[src/rtl/gf180mcu_fd_sc_mcu7t5v0__rrarb4.sv]
// Four-requester round-robin arbiter with hold-time limit and an idle gap between owners.
// Latency: grant registered one cycle after REQ is sampled; every output comes straight from a flop.
// Backpressure: non-owners simply keep REQ high; the level is the only queue, and no request is latched.
module gf180mcu_fd_sc_mcu7t5v0__rrarb4 #(
    parameter int HOLD_MAX = 15,
    parameter int CNT_W    = 8
) (
    input  logic       CLK,
    input  logic       RN,
    input  logic [3:0] REQ,
    input  logic       REL,
    output logic [3:0] GNT,
    output logic       BUSY,
    output logic [1:0] GID,
    output logic       TMO
);

    typedef enum logic {IDLE, OWN} state_t;

    // A zero hold limit disables the forced revoke entirely.
    localparam bit LIMITED = (HOLD_MAX != 0);
    // The limit is compared against the count of cycles already held,
    // so the last allowed cycle sees CNT == HOLD_MAX-1.
    localparam int LIM_I = LIMITED ? HOLD_MAX - 1 : 0;
    localparam logic [CNT_W-1:0] LIM = LIM_I[CNT_W-1:0];

    state_t           state;
    logic [1:0]       ptr;
    logic [CNT_W-1:0] cnt;

    logic [1:0] win;
    logic       win_vld;
    logic       rel_now;

    // Rotating priority scan starting at ptr; scanning from the far end
    // down lets the nearest set bit overwrite the others.
    always_comb begin
        win     = ptr;
        win_vld = |REQ;
        for (int k = 3; k >= 0; k--) begin
            if (REQ[ptr + 2'(k)]) begin
                win = ptr + 2'(k);
            end
        end
    end

    // The owner gives up the resource by pulsing REL or dropping its own request.
    always_comb begin
        rel_now = REL || !REQ[GID];
    end

    // Arbitration state machine; every output is a register updated here.
    always_ff @(posedge CLK or negedge RN) begin
        if (!RN) begin
            state <= IDLE;
            ptr   <= 2'd0;
            cnt   <= '0;
            GNT   <= 4'b0000;
            BUSY  <= 1'b0;
            GID   <= 2'd0;
            TMO   <= 1'b0;
        end else begin
            TMO <= 1'b0;
            case (state)
                IDLE: begin
                    if (win_vld) begin
                        GNT   <= 4'b0001 << win;
                        GID   <= win;
                        BUSY  <= 1'b1;
                        cnt   <= '0;
                        state <= OWN;
                    end
                end
                OWN: begin
                    if (rel_now) begin
                        // A release on the timeout edge wins, so TMO stays low.
                        GNT   <= 4'b0000;
                        BUSY  <= 1'b0;
                        ptr   <= GID + 2'd1;
                        state <= IDLE;
                    end else if (LIMITED && cnt == LIM) begin
                        GNT   <= 4'b0000;
                        BUSY  <= 1'b0;
                        TMO   <= 1'b1;
                        ptr   <= GID + 2'd1;
                        state <= IDLE;
                    end else if (cnt != {CNT_W{1'b1}}) begin
                        // Saturate so an unlimited hold never wraps the counter.
                        cnt <= cnt + CNT_W'(1);
                    end
                end
                default: begin
                    state <= IDLE;
                end
            endcase
        end
    end

endmodule
[config.mk]
export PLATFORM = sky130hd
export DESIGN_NAME = gf180mcu_fd_sc_mcu7t5v0__rrarb4
export DESIGN_NICKNAME = d
export VERILOG_FILES = /design/src/rtl/gf180mcu_fd_sc_mcu7t5v0__rrarb4.sv
export SDC_FILE = /design/constraint.sdc
export NUM_CORES = 1
export LEC_CHECK = 0
export BUFFER_PORTS_ARGS = -buffer_cell sky130_fd_sc_hd__buf_2
export CORE_MARGIN = 3
export CORE_UTILIZATION = 40
export DETAILED_ROUTE_END_ITERATION = 12
export SLEW_MARGIN = 40
export SYNTH_ARGS = -nofsm -noshare
export SYNTH_HDL_FRONTEND = slang
export SYNTH_SLANG_ARGS = --single-unit
export TNS_END_PERCENT = 1
[constraint.sdc]
create_clock -name CLK -period 2 [get_ports CLK]
set_input_delay 0.1 -clock CLK [delete_from_list [all_inputs] [get_ports CLK]]
set_output_delay 0.1 -clock CLK [all_outputs]
set_load 0.02 [all_outputs]
# Word level (Yosys, flattened, before mapping)
# Index checks and enable logic that the tools add are counted.
# word_totals
ff_bits	19
input_bits	7
word_cells	70
# op_classes
addsub	5
magnitude_cmp	5
n_eq_ne	7
shift	1
mux	36
bitwise_logic	1
reduce_logical	8
# op_table
operator	n
8-bit two-way mux	4
8-bit one-hot mux with 2 select lines	1
2-bit by 3-bit < comparator with 1-bit output (second input constant)	5
1-bit two-way mux	14
2-bit two-way mux	6
4-bit two-way mux	3
1-bit binary-select mux with 2-bit select	5
8-bit by 1-bit adder with 8-bit output (second input constant)	1
8-bit by 4-bit equality test with 1-bit output (second input constant)	1
8-bit != test (second input constant)	1
4-bit one-hot mux with 2 select lines	1
2-bit != test (second input constant)	3
2-bit AND reduction	3
2-bit by 1-bit adder with 2-bit output (second input constant)	2
2-bit adder (second input constant)	2
1-bit one-hot mux with 2 select lines	2
4-bit AND reduction	1
4-bit OR reduction	1
1-bit by 2-bit << shifter with 4-bit output (first input constant)	1
3-bit by 1-bit != test with 1-bit output (second input constant)	1
2-bit by 1-bit != test with 1-bit output (second input constant)	1
2-bit nonzero test	1
1-bit logical NOT	1
1-bit logical OR	1
1-bit NOT	1

# Logic depth before layout (Yosys ltp)
# Gate-level depths: netlist (run 1).
# logic_depth
word_depth	10
mapped_depth	8

# Worst setup path after synthesis (run 1)
# Ideal clock, no wire load.
# synth_path
path_kind	reg2reg
startpoint	register GID[1]
endpoint	register cnt[7]
setup_time_ps	79
arrival_ps	1924
required_ps	1921
slack_ps	-3
stages_incl_launch_ff	6
period_less_slack_ps	2003
path_cell_list	dfrtp_1 -> mux2_1 -> a22oi_2 -> or4b_1 -> or4_1 -> a21oi_1
# synth_between
elab_chain_cells	6
# synth_rtl
element	line	source
start: declaration	14	output logic [1:0] GID,
start signal: assignment	68	GID <= win;
1-bit binary-select mux with 2-bit select	49	rel_now = REL || !REQ[GID];
1-bit two-way mux (implied by the code)	49	
1-bit logical NOT	49	
1-bit logical OR	49	
2-bit != test (no source line)	n/a	
4-bit AND reduction (no source line)	n/a	
end signal: assignment	89	cnt <= cnt + CNT_W'(1);
end: declaration	29	logic [CNT_W-1:0] cnt;
# No other way between the ends. The select of a mux whose other input is x is not followed.
# A chain may end at the register's enable or synchronous reset.

# Worst setup path after layout (run 1)
# layout_path
startpoint	register cnt[0]
endpoint	register cnt[7]
# layout_between
elab_chain_cells	5
elab_cells_between_ends	10
classes_between	1 x add/sub; 4 x eq/ne; 4 x mux; 1 x reduce/logical
# layout_rtl
element	line	source
8-bit by 1-bit adder with 8-bit output	89	
8-bit two-way mux	87	end else if (cnt != {CNT_W{1'b1}}) begin
8-bit two-way mux	81	end else if (LIMITED && cnt == LIM) begin
8-bit two-way mux	75	if (rel_now) begin
8-bit one-hot mux with 2 select lines	64	case (state)
# Parallel ways exist; a longest one is shown, timed or not. The select of a mux whose other input is x is not followed.

==> metrics.txt, run 1 <==
DR iter-0 viols 24; cell taking the most area after synthesis dfrtp_1; Reg clk slew, reported paths 0.10 ns; Hold WC Path Type in2async; Root Driver clkbuf_4; P per Cell Area 1200 mW/mm^2; CTS H-tree lvls 1; Syn Std Cell Area 0.00101 mm^2; Final ANT Viol Nets 0; critical path's slowest cell or4b_4; die area 0.00315 mm^2; final core occ 0.556; Slew Limit Fails 0; CP startpoint kind flop; first-pass GRT wire length 3.84 mm; worst reg2reg path depth 6; total grt overflow 0; CTS tree built; EDFF count, synth 0; Worst R2R Setup Slack 0.01 ns; DRC violation count after routing 0; r2r endpoint cnt[7]; CP Capture Type flop; gr usage total 0.149; clk sinks 19; Max-cap violations 0; Routability Congestion 0.871; CTS max path bufs 2; clk_lat worst skew 0.29 ns; register area share after synthesis 0.473; Final Instance Area 0.00128 mm^2; via-per-instance ratio 5.61; num rows 17; chip height 56.2 um; period utilisation layout 0.993; skew final 0.00231 ns; minimum clock period after layout 1.99 ns; Initial Util 0.438; yosys warns 0; # placed instances 158; critical path peak fanout 5; pin count of the biggest net entering global routing 20; CP Data Required Time 2.23 ns; worst vdd ir 0.565 mV; routed len/inst 13.3 um; core area 0.00230 mm^2; # setup viols final 0; P&R area growth vs syn 27.0%; fmax 0.503 GHz; FF-to-FF Start cnt[0]; synthesized flop and latch total 19; syn_nets 113; synth top area cells dfrtp_1 (47%), a21oi_1 (4.5%), o21ai_0 (4.5%); drt first pass iters 4; Lkg Pwr 0.587 nW; run status complete, no violations; share of cells above drive strength 1 0.307; Power Total 1.54 mW; Worst Max-Slew Pin Slew 0.498 ns; critical path arrival 2.22 ns; Vias 926; Async S/R FF share, synth 1.00; post-route insts no fill 165; Num CTS Buffers 3; Setup CP Type reg2reg; Nets 147; die width 56.2 um; final hold violation count 0; Synth top area share 0.473; Worst path max stage delay 0.56 ns; worst setup path start cnt[0]; Placed Area 0.00120 mm^2; slew margin rel. 0.665; final WL 2.19 mm; DP HPWL 1.64 mm; prevailing post-synth register cell dfrtp_1; IO Port Bufs 14; synth cell count leaders dfrtp_1 (19), nor2_1 (10), a21oi_1 (9), o21ai_0 (9), nand2_1 (7); critical path cell sequence ha_2 -> nand4_1 -> nor2_1 -> or4b_4 -> or4_4 -> a21oi_2; vias in the first global route 877; Critical Path End cnt[7]; RSZ-0062 raised after global routing true; syn avg cell area 9.67 um^2; n_diodes 0; Mapped Cells 104; Netlist cell types 32; initial antenna violation count 0; top-count cell post-synth dfrtp_1; IO Count 15
kinds of logic after synthesis:
group                      synth area share
muxes                                0.0336
adders and majority gates            0.0249
AOI/OAI and AO/OA                     0.257
DFF                                   0.473
buffers and inverters                0.0236
and+or+nand+nor                       0.179
xor gates and xnor gates            0.00871
worst min-delay path by stage:
stage	end	slack (ns)	cells after the start
3_5_place_dp	ptr[0]	0.07	1
5_1_grt	cnt[7]	0.28	2
2_1_floorplan	BUSY	-0.20	0
3_3_place_gp	ptr[1]	0.06	1
6_report	ptr[0]	0.26	2
4_1_cts	ptr[0]	0.26	2
timing repair:
item / 4_1_cts / 5_1_grt
endpoints found under the hold margin: 19 / 0
pin swaps: 1 / 2
cloned: 0 / 0
setup buffers: 1 / 1
gates resized for setup: 1 / 4
endpoints found under the setup margin: 3 / 3
hold buffers: 1 / 0
critical path: cells and delay by family, from the launching register on:
kind	cells	cell delay [ns]
AO/OA/AOI/OAI	1	0.13
adder cells (fa/ha/maj)	1	0.19
flip-flops	1	0.41
AND/OR/NAND/NOR	4	1.18
stage by stage:
step,hold slack (ns),setup WS [ns],TNS (ns)
after floorplan,-0.196,0.0127,0
after global placement,0.0623,-0.00956,-0.00956
after detailed placement,0.0661,-0.0606,-0.0937
after CTS,0.263,0.00202,0
after global routing,0.280,-0.0533,-0.110
final,0.263,0.0138,0
report_power, final:
group / internal (mW) / leakage, nW / switching [mW]
clock network: 0.0776 / 0.0150 / 0.113
logic: 0.343 / 0.326 / 0.417
registers: 0.497 / 0.246 / 0.0886
routing by layer:
metal / wire length, um / up-vias / GRT usage / part of all wire
met5: 0 / - / 0 / 0
met4: 19 / 0 / 0.0542 / 0.0087
met3: 86 / 2 / 0.0255 / 0.039
met2: 1080 / 20 / 0.239 / 0.49
met1: 1010 / 450 / 0.201 / 0.46
li1: - / 454 / - / -
cell type report:
cell class	count	area, um^2
fill	203	1020
clock buffer	4	26.3
timing repair buffer	30	193
sequential	19	477
inverter	5	18.8
tap	28	35.0
multi-input combinational	79	528
state kept, by name, summed over array words and instances, names as in the netlist:
signal and flops:
BUSY 1, cnt 8, TMO 1, GID 2, ptr 2, state 1
GNT 4
cell usage in the layout (no fill, tap or decap), types with 2 or more instances in the layout:
cell / instances
dfrtp_1: 18
buf_4: 15
buf_2: 14
nor2_1: 10
o21ai_0: 9
a21oi_1: 8
nand2_1: 7
inv_1: 5
nor2b_1: 4
nand3_1: 4
o31ai_1: 4
a21o_1: 3
o2bb2ai_1: 3
clkbuf_4: 3
mux2_2: 2
and2_1: 2
a22o_1: 2
o211ai_1: 2
No activity file was read; power rests on OpenSTA's default activity.
==> run 2, diff against run 1 <==
==> constraint.sdc (replaced) <==
create_clock -name CLK -period 2.4 [get_ports CLK]
set_input_delay 0.12 -clock CLK [delete_from_list [all_inputs] [get_ports CLK]]
set_output_delay 0.12 -clock CLK [all_outputs]
set_load 0.02 [all_outputs]
==> metrics.txt, run 2 (synthesized netlist as in run 1, its figures left out) <==
clk sinks 19 (unchanged); Worst R2R Setup Slack 0.20 ns (was 0.01 ns); Hold WC Path Type in2async (unchanged); worst vdd ir 0.634 mV (was 0.565 mV); largest reg by FF count cnt (unchanged); Final ANT Viol Nets 0 (unchanged); DRC violation count after routing 0 (unchanged); Largest register FFs 8 (unchanged); drt first pass iters 4 (unchanged); period utilisation layout 0.917 (was 0.993); post-CTS setup buffers 0 (was 1); via-per-instance ratio 5.79 (was 5.61); Vias 880 (was 926); IO Count 15 (unchanged); skew final 0.00779 ns (was 0.00231 ns); clk_lat worst skew 0.30 ns (was 0.29 ns); register area 475 um^2 (was 477 um^2); n_diodes 0 (unchanged); final core occ 0.504 (was 0.556); P per Cell Area 1040 mW/mm^2 (was 1200 mW/mm^2); CTS tree built (unchanged); Placed Area 0.00112 mm^2 (was 0.00120 mm^2); die area 0.00315 mm^2 (unchanged); DR iter-0 viols 24 (unchanged); initial antenna violation count 0 (unchanged); share of cells above drive strength 1 0.194 (was 0.307); Setup CP Type reg2reg (unchanged); die width 56.2 um (unchanged); Nets 134 (was 147); minimum clock period after layout 2.20 ns (was 1.99 ns); hold_ws 0.272 ns (was 0.263 ns); P&R area growth vs syn 15.2% (was 27.0%); gr usage total 0.149 (about the same); Routability Congestion 0.884 (was 0.871); final WL 2.22 mm (was 2.19 mm); Num CTS Buffers 3 (unchanged); CTS H-tree lvls 1 (unchanged); Final Instance Area 0.00116 mm^2 (was 0.00128 mm^2); final hold violation count 0 (unchanged); vias in the first global route 876 (was 877); Power Total 1.20 mW (was 1.54 mW); Initial Util 0.438 (unchanged); total grt overflow 0 (unchanged); Slew Limit Fails 0 (unchanged); # setup viols final 0 (unchanged); critical path arrival 2.43 ns (was 2.22 ns); critical path peak fanout 7 (was 5); Layout fillers 216 (was 203); multi-input combinational cell area 507 um^2 (was 528 um^2); num rows 17 (unchanged); run status complete, no violations (unchanged); IO Port Bufs 14 (unchanged); routed len/inst 14.6 um (was 13.3 um); fmax 0.454 GHz (was 0.503 GHz); total negative slack 0 ns (unchanged); Root Driver clkbuf_4 (unchanged); CP Capture Type flop (unchanged); Max-cap violations 0 (unchanged); CP startpoint kind flop (unchanged); hold buffers post-CTS 1 (unchanged); Lkg Pwr 0.523 nW (was 0.587 nW); # resized after CTS 0 (was 1); biggest regs cnt x8, GNT x4 (unchanged); first-pass GRT wire length 3.80 mm (was 3.84 mm); most common cell after layout, fill and taps aside dfrtp_1 (unchanged); Worst Max-Slew Pin Slew 0.623 ns (was 0.498 ns); CP Data Required Time 2.63 ns (was 2.23 ns); core area 0.00230 mm^2 (unchanged); chip height 56.2 um (unchanged); Reg clk slew, reported paths 0.11 ns (was 0.10 ns); CTS max path bufs 2 (unchanged); DP HPWL 1.57 mm (was 1.64 mm); RSZ-0062 raised after global routing false (was true); slew margin rel. 0.585 (was 0.665); most frequent cells in the layout dfrtp_1 (19), buf_2 (14), nor2_1 (10), a21oi_1 (9), o21ai_0 (9) (was dfrtp_1 (18), buf_4 (15), buf_2 (14), nor2_1 (10), o21ai_0 (9)); pin count of the biggest net entering global routing 20 (unchanged)
-- run 2: metal layers --
layer	up-vias	wire length, um	GRT usage
li1	434	-	-
met1	424	938	0.165
met2	20	1170	0.280
met3	2	104	0.0394
met4	0	12	0.0339
met5	-	0	0
-- run 2: layout make-up --
type	count	share of cell area
repair buffers	17	0.0821
inverters	5	0.0162
well taps	28	0.0302
clock inverters	1	0.00432
flip-flops and latches	19	0.410
multi-input cells	79	0.437
clock buffers	3	0.0194
-- run 2: worst paths after layout --
check                      cells after the start      to   start
setup / recovery                               7  cnt[7]  cnt[0]
hold / removal                                 2  ptr[1]      RN
setup reg to reg                               7  cnt[7]  cnt[0]
hold reg to reg                                2    BUSY    BUSY
max in group asynchronous                      2  cnt[2]      RN
min in group CLK                               4  GNT[0]  REQ[1]
-- run 2: through the flow --
stage                     setup WS (ns)  cells
after floorplan                   0.397    104
after global placement            0.282    147
after detailed placement          0.231    147
after CTS                         0.187    152
after global routing             0.0782    152
final                             0.199    152
-- run 2: report_power, final --
group	total, mW	leakage [nW]	internal [mW]	switching, mW
clock	0.162	0.0177	0.0621	0.100
sequential	0.503	0.247	0.412	0.0904
combinational	0.534	0.259	0.212	0.322
total	1.20	0.523	0.686	0.513
-- run 2: worst max-delay path: stages, from the launching register on --
cell	delay, ns
dfrtp_1	0.42
inv_1	0.06
ha_1	0.19
nand4b_1	0.08
nor4_1	0.08
or4b_1	0.65
or4_1	0.51
a21oi_1	0.15
